--- src/rtl/axis_frame_filter_fwd.sv ---
// Store-and-forward AXI-Stream framer: parses SOP/ID/LEN/payload/EOP, forwards only
// well-formed frames from a single payload buffer, drops malformed ones with resync on tlast.
//
// RX state | meaning
// ---------+---------------------------------------------------------------
// RX_SOP   | waiting for the start-of-packet marker
// RX_ID    | next accepted word is the frame ID
// RX_LEN   | next accepted word is the payload length
// RX_DATA  | writing payload words into the buffer
// RX_EOP   | expecting the end-of-packet marker with tlast
// RX_DROP  | discarding a malformed frame until tlast
// RX_HOLD  | frame buffered, input stalled until the TX side finishes
//
// TX state | meaning
// ---------+---------------------------------------------------------------
// TX_IDLE  | nothing to send
// TX_HID   | presenting the ID header word
// TX_HLEN  | presenting the LEN header word
// TX_PAY   | presenting payload words from the buffer
module axis_frame_filter_fwd #(
    parameter int                    DATA_WIDTH = 16,
    parameter int                    MAX_LEN    = 64,
    parameter logic [DATA_WIDTH-1:0] SOP_WORD   = 16'h0A0A,
    parameter logic [DATA_WIDTH-1:0] EOP_WORD   = 16'h0B0B,
    parameter bit                    FWD_HDR    = 1'b0
) (
    input  logic                      clk,
    input  logic                      reset,
    input  logic [DATA_WIDTH-1:0]     s_axis_tdata,
    input  logic [DATA_WIDTH/8-1:0]   s_axis_tkeep,
    input  logic                      s_axis_tvalid,
    output logic                      s_axis_tready,
    input  logic                      s_axis_tlast,
    output logic [DATA_WIDTH-1:0]     m_axis_tdata,
    output logic [DATA_WIDTH/8-1:0]   m_axis_tkeep,
    output logic                      m_axis_tvalid,
    input  logic                      m_axis_tready,
    output logic                      m_axis_tlast,
    output logic [DATA_WIDTH-1:0]     m_frame_id,
    output logic [15:0]               frames_ok,
    output logic [15:0]               frames_err,
    output logic                      err_pulse,
    output logic [2:0]                err_code
);

    localparam int CNT_W  = $clog2(MAX_LEN + 1);
    localparam int ADDR_W = (MAX_LEN > 1) ? $clog2(MAX_LEN) : 1;

    localparam logic [2:0] ERR_NONE    = 3'd0;
    localparam logic [2:0] ERR_BAD_SOP = 3'd1;
    localparam logic [2:0] ERR_TRUNC   = 3'd2;
    localparam logic [2:0] ERR_BAD_LEN = 3'd3;
    localparam logic [2:0] ERR_BAD_EOP = 3'd4;
    localparam logic [2:0] ERR_NO_LAST = 3'd5;

    typedef enum logic [2:0] {
        RX_SOP, RX_ID, RX_LEN, RX_DATA, RX_EOP, RX_DROP, RX_HOLD
    } rx_state_t;

    typedef enum logic [1:0] {
        TX_IDLE, TX_HID, TX_HLEN, TX_PAY
    } tx_state_t;

    rx_state_t rx_state, rx_next;
    tx_state_t tx_state, tx_next;

    logic [DATA_WIDTH-1:0] buf_mem [MAX_LEN];
    logic [DATA_WIDTH-1:0] id_q;
    logic [DATA_WIDTH-1:0] len_q;
    logic [CNT_W-1:0]      wr_cnt;
    logic [CNT_W-1:0]      rd_cnt;
    logic [CNT_W-1:0]      last_idx;

    logic       rx_acc, tx_fire, wr_last, rd_last, tx_done, len_bad;
    logic       id_load, len_load, wr_en, tx_start, err_set;
    logic [2:0] err_val;

    logic unused_tkeep;
    assign unused_tkeep = ^s_axis_tkeep;

    assign s_axis_tready = (rx_state != RX_HOLD);
    assign rx_acc        = s_axis_tvalid && s_axis_tready;
    assign tx_fire       = m_axis_tvalid && m_axis_tready;
    assign wr_last       = (wr_cnt == last_idx);
    assign rd_last       = (rd_cnt == last_idx);
    assign tx_done       = tx_fire && (tx_state == TX_PAY) && rd_last;
    assign len_bad       = (s_axis_tdata == '0) || (s_axis_tdata > DATA_WIDTH'(MAX_LEN));

    always_ff @(posedge clk) begin
        if (reset) begin
            rx_state <= RX_SOP;
            tx_state <= TX_IDLE;
        end else begin
            rx_state <= rx_next;
            tx_state <= tx_next;
        end
    end

    always_comb begin
        rx_next  = rx_state;
        err_set  = 1'b0;
        err_val  = ERR_NONE;
        id_load  = 1'b0;
        len_load = 1'b0;
        wr_en    = 1'b0;
        tx_start = 1'b0;
        if (rx_acc) begin
            case (rx_state)
                RX_SOP: begin
                    if (s_axis_tdata == SOP_WORD) begin
                        if (s_axis_tlast) begin
                            err_set = 1'b1;
                            err_val = ERR_TRUNC;
                        end else begin
                            rx_next = RX_ID;
                        end
                    end else begin
                        err_set = 1'b1;
                        err_val = ERR_BAD_SOP;
                        rx_next = s_axis_tlast ? RX_SOP : RX_DROP;
                    end
                end
                RX_ID: begin
                    if (s_axis_tlast) begin
                        err_set = 1'b1;
                        err_val = ERR_TRUNC;
                        rx_next = RX_SOP;
                    end else begin
                        id_load = 1'b1;
                        rx_next = RX_LEN;
                    end
                end
                RX_LEN: begin
                    // A bad length outranks truncation so the cause reported is the header fault.
                    if (len_bad) begin
                        err_set = 1'b1;
                        err_val = ERR_BAD_LEN;
                        rx_next = s_axis_tlast ? RX_SOP : RX_DROP;
                    end else if (s_axis_tlast) begin
                        err_set = 1'b1;
                        err_val = ERR_TRUNC;
                        rx_next = RX_SOP;
                    end else begin
                        len_load = 1'b1;
                        rx_next  = RX_DATA;
                    end
                end
                RX_DATA: begin
                    if (s_axis_tlast) begin
                        err_set = 1'b1;
                        err_val = ERR_TRUNC;
                        rx_next = RX_SOP;
                    end else begin
                        wr_en = 1'b1;
                        if (wr_last) rx_next = RX_EOP;
                    end
                end
                RX_EOP: begin
                    if (s_axis_tdata != EOP_WORD) begin
                        err_set = 1'b1;
                        err_val = ERR_BAD_EOP;
                        rx_next = s_axis_tlast ? RX_SOP : RX_DROP;
                    end else if (s_axis_tlast) begin
                        tx_start = 1'b1;
                        rx_next  = RX_HOLD;
                    end else begin
                        err_set = 1'b1;
                        err_val = ERR_NO_LAST;
                        rx_next = RX_DROP;
                    end
                end
                RX_DROP: begin
                    if (s_axis_tlast) rx_next = RX_SOP;
                end
                default: rx_next = RX_SOP;
            endcase
        end
        if (tx_done) rx_next = RX_SOP;
    end

    always_comb begin
        tx_next = tx_state;
        case (tx_state)
            TX_IDLE: if (tx_start) tx_next = FWD_HDR ? TX_HID : TX_PAY;
            TX_HID:  if (tx_fire) tx_next = TX_HLEN;
            TX_HLEN: if (tx_fire) tx_next = TX_PAY;
            TX_PAY:  if (tx_done) tx_next = TX_IDLE;
            default: tx_next = TX_IDLE;
        endcase
    end

    always_ff @(posedge clk) begin
        if (wr_en) buf_mem[wr_cnt[ADDR_W-1:0]] <= s_axis_tdata;
    end

    always_ff @(posedge clk) begin
        if (reset) begin
            id_q       <= '0;
            len_q      <= '0;
            last_idx   <= '0;
            wr_cnt     <= '0;
            rd_cnt     <= '0;
            frames_ok  <= '0;
            frames_err <= '0;
            err_pulse  <= 1'b0;
            err_code   <= ERR_NONE;
        end else begin
            err_pulse <= err_set;
            if (err_set) begin
                err_code <= err_val;
                if (frames_err != 16'hFFFF) frames_err <= frames_err + 16'd1;
            end
            if (tx_done && frames_ok != 16'hFFFF) frames_ok <= frames_ok + 16'd1;
            if (id_load) id_q <= s_axis_tdata;
            if (len_load) begin
                len_q    <= s_axis_tdata;
                last_idx <= CNT_W'(s_axis_tdata - 1'b1);
                wr_cnt   <= '0;
            end else if (wr_en) begin
                wr_cnt <= wr_cnt + CNT_W'(1);
            end
            if (tx_start) rd_cnt <= '0;
            else if (tx_fire && tx_state == TX_PAY) rd_cnt <= rd_cnt + CNT_W'(1);
        end
    end

    // Outputs derive only from TX state and registers, so they hold while stalled.
    always_comb begin
        case (tx_state)
            TX_HID:  m_axis_tdata = id_q;
            TX_HLEN: m_axis_tdata = len_q;
            TX_PAY:  m_axis_tdata = buf_mem[rd_cnt[ADDR_W-1:0]];
            default: m_axis_tdata = '0;
        endcase
    end

    assign m_axis_tvalid = (tx_state != TX_IDLE);
    assign m_axis_tlast  = (tx_state == TX_PAY) && rd_last;
    assign m_axis_tkeep  = {(DATA_WIDTH/8){m_axis_tvalid}};
    assign m_frame_id    = m_axis_tvalid ? id_q : '0;

endmodule
--- config.mk ---
export PLATFORM = sky130hd
export DESIGN_NAME = axis_frame_filter_fwd
export DESIGN_NICKNAME = d
export VERILOG_FILES = /design/src/rtl/axis_frame_filter_fwd.sv
export SDC_FILE = /design/constraint.sdc
export NUM_CORES = 1
export LEC_CHECK = 0
export CORE_MARGIN = 4
export CORE_UTILIZATION = 55
export DETAILED_ROUTE_END_ITERATION = 7
export PLACE_DENSITY = 0.72
export SETUP_SLACK_MARGIN = 0.5
export SLEW_MARGIN = 20
export SYNTH_ARGS = -nofsm -noshare
export SYNTH_HDL_FRONTEND = slang
export SYNTH_SLANG_ARGS = --single-unit
--- constraint.sdc ---
create_clock -name clk -period 7.1 [get_ports clk]
set_input_delay 1.42 -clock clk [delete_from_list [all_inputs] [get_ports clk]]
set_output_delay 1.42 -clock clk [all_outputs]
set_load 0.05 [all_outputs]
==> metrics.md <==
| Metric | Value |
|---|---|
| Fin crit period | `5.846 ns` |
| Routed wire length | `106800 um` |
| Detail-routed via count per cell | `6.481` |
| Count leader, synth | `edfxtp_1` |
| Fmax | `0.1711 GHz` |
| CP Max Fanout | `34` |
| Path type of the worst min-delay path | `reg2reg` |
| Syn Std Cell Area | `44200 um^2` |
| Synth top cells by count | `edfxtp_1 (1024), mux4_2 (278), nor2_1 (147)` |
| Die X | `291.5 um` |
| Fillcell total | `5232` |
| Final net count | `2441` |
| Max Buffers Root-to-Sink | `3` |
| Clock buffer count from CTS | `106` |
| Global-route wire length before repair | `156800 um` |
| Hold_buf cts | `0` |
| Top cell type's share of synthesized area | `0.6956` |
| Root buffer cell | `clkbuf_16` |
| Clock sink count | `1124` |
| TNS Setup | `0 ns` |
| Reg area | `32760 um^2` |
| Worst r2r src | `rx_state[0]` |
| Initial antenna violation count | `5` |
| Post-synth ARST share | `0` |
| Final max-slew violation count | `0` |
| Overflow after GRT | `0` |
| Final Core Density | `0.6331` |
| Worst vdd ir | `0.1933 mV` |
| Yosys warnings | `0` |
| PwrDens | `262.1 nW/um^2` |
| Register bit total from synthesis | `1124` |
| Nature of the critical path endpoint | `output port` |
| Worst EP arrival | `4.43 ns` |
| Iter 0 DRT Violations | `3203` |
| EDFF count, synth | `1024` |
| PortBufs | `93` |
| Leakage Power | `15.38 nW` |
| Drt wl/cell | `30.09 um` |
| Pin count of the biggest net entering global routing | `72` |
| Post-CTS sizing | `0` |
| Setup ws final | `1.254 ns` |
| Unrepaired setup endpoints after global routing | `no` |
| Chip Height | `291.5 um` |
| # DRC | `0` |
| Via count | `23000` |
| Vias in the first global route | `22640` |
| Most used DFF post-synth | `edfxtp_1` |
| Gpl congestion | `0.9008` |
| H-tree depth | `3` |
| Initial Utilization | `0.5577` |
| CTS tree | `built` |
| Postcts setup bufs | `0` |
| Final hold vios | `0` |
| Synth Net Count | `2260` |
| Crit share post-route | `0.8234` |
| Sequential area share after synthesis | `0.7409` |
| Measured slew at the worst slew-check pin | `1.119 ns` |
| DP HPWL | `63020 um` |
| Post-Synthesis Cells | `2229` |
| Area grow syn2layout | `13.51%` |
| Final antenna-violating net count | `0` |
| Multi-input logic area | `10750 um^2` |
| Largest cells by area after synthesis | `edfxtp_1 (70%), mux4_2 (14%), dfxtp_1 (4.5%)` |
| Unique masters post-synth | `70` |
| Pre-CTS setup slack | `1.741 ns` |
| Startpoint Class | `flop` |
| Clk_skew | `0.01852 ns` |
| Synthesized area per cell | `19.83 um^2` |
| Die ar. | `84970 um^2` |
| Max-Cap Viols | `0` |
| Most area-hungry cell type in the Yosys netlist | `edfxtp_1` |
| Clock transition at path regs | `0.06 ns` |
| Critical path required time | `5.68 ns` |
| Row cnt | `103` |
| DR pass1 iterations | `6` |
| Worst skew pair latency | `0.67 ns` |
| Max_slew headroom | `0.2475` |
| WS Path Type | `reg2out` |
| Core box area | `79260 um^2` |
| IO Pins | `96` |
| GRT Total Usage | `0.2518` |
| Placed cells | `3351` |
| Status | `completed` |
| Setup Viol. Count Final | `0` |
| Layout cells sized above 1 | `0.2359` |
| Hold path start | `err_code[2]` |
| Final Instance Count excl. Fillers | `3548` |
## critical path: stages, from the launching register on
cell and delay (ns):
dfxtp_4 0.80, buf_4 0.52, mux4_2 0.58, mux4_2 0.48, o21ai_0 0.38, nand3_1 0.21, clkdlybuf4s50_1 0.75
## placed cells by master, fill, tap and decap left out, types with 11 or more instances in the layout
| cell | count |
|---|---|
| a211oi_1 | 14 |
| a21oi_1 | 36 |
| a22oi_1 | 32 |
| and2_1 | 15 |
| buf_2 | 17 |
| buf_4 | 103 |
| bufinv_16 | 12 |
| clkbuf_1 | 20 |
| clkbuf_16 | 109 |
| clkdlybuf4s50_1 | 76 |
| clkinv_1 | 18 |
| clkinv_2 | 18 |
| dfxtp_1 | 96 |
| edfxtp_1 | 1024 |
| mux2i_1 | 86 |
| mux4_2 | 278 |
| nand2_1 | 47 |
| nand3_1 | 33 |
| nand4_1 | 19 |
| nor2_1 | 143 |
| nor2b_1 | 28 |
| o211ai_1 | 11 |
| o21ai_0 | 16 |
| o22ai_1 | 16 |
| o31ai_1 | 13 |
| or3_1 | 13 |
| xnor2_1 | 17 |
| xor2_1 | 24 |
## registers in the layout, summed over array words and instances, names as in the netlist, named ones only
| signal | cells |
|---|---|
| rd_cnt | 7 |
| err_code | 3 |
| err_pulse | 1 |
| rx_state | 3 |
| len_q | 16 |
| wr_cnt | 7 |
| id_q | 16 |
| tx_state | 2 |
| buf_mem | 1024 |
| frames_err | 16 |
| frames_ok | 16 |
| last_idx | 7 |
## power by group
part	switching (mW)	internal, mW
logic	0.175	0.0374
clock network	2.39	3.32
registers	0.00873	7.22
total	2.57	10.6
## metal layers
layer / track usage / part of all wire / up-vias
met3: 0.05241 / 0.10 / 167
met1: 0.3756 / 0.40 / 12040
met4: 0.06806 / 0.024 / 2
met5: 0 / 0.000075 / -
li1: - / - / 9521
met2: 0.3862 / 0.47 / 1270
## cells by family after synthesis
family	share of synthesized area
AOI/OAI and AO/OA	0.02748
buffers and inverters	0.01619
DFF	0.7409
and+or+nand+nor	0.04365
xor gates and xnor gates	0.008124
muxes	0.1614
adders and majority gates	0.002265
## per-stage QoR
step                      cell area, um^2  total power [mW]  hold WS (ns)
after floorplan                     44200             7.431        0.4307
after global placement              46620             7.562        0.4433
after detailed placement            46620             7.575        0.4465
after CTS                           50150             13.20        0.4635
after global routing                50170             13.52        0.4752
final                               50170             13.15        0.4681
## final timing paths
path                                   endpoint  slack [ns]  cells after the start
worst max register to register  buf_mem[30][10]        3.15                      6
worst min register to register      err_code[2]        0.47                      2
worst min-delay path                err_code[2]        0.47                      2
worst max-delay path            m_axis_tdata[0]        1.25                      6
## cell type report
class	count	area share
Clock buffer	138	0.05803
Clock inverter	57	0.01234
Tap cell	1050	0.02618
Multi-Input combinational cell	964	0.2143
Timing Repair Buffer	204	0.03536
Antenna cell	1	0.00004987
Sequential cell	1124	0.6530
Inverter	10	0.0007481
No activity file was read; power rests on OpenSTA's default activity.
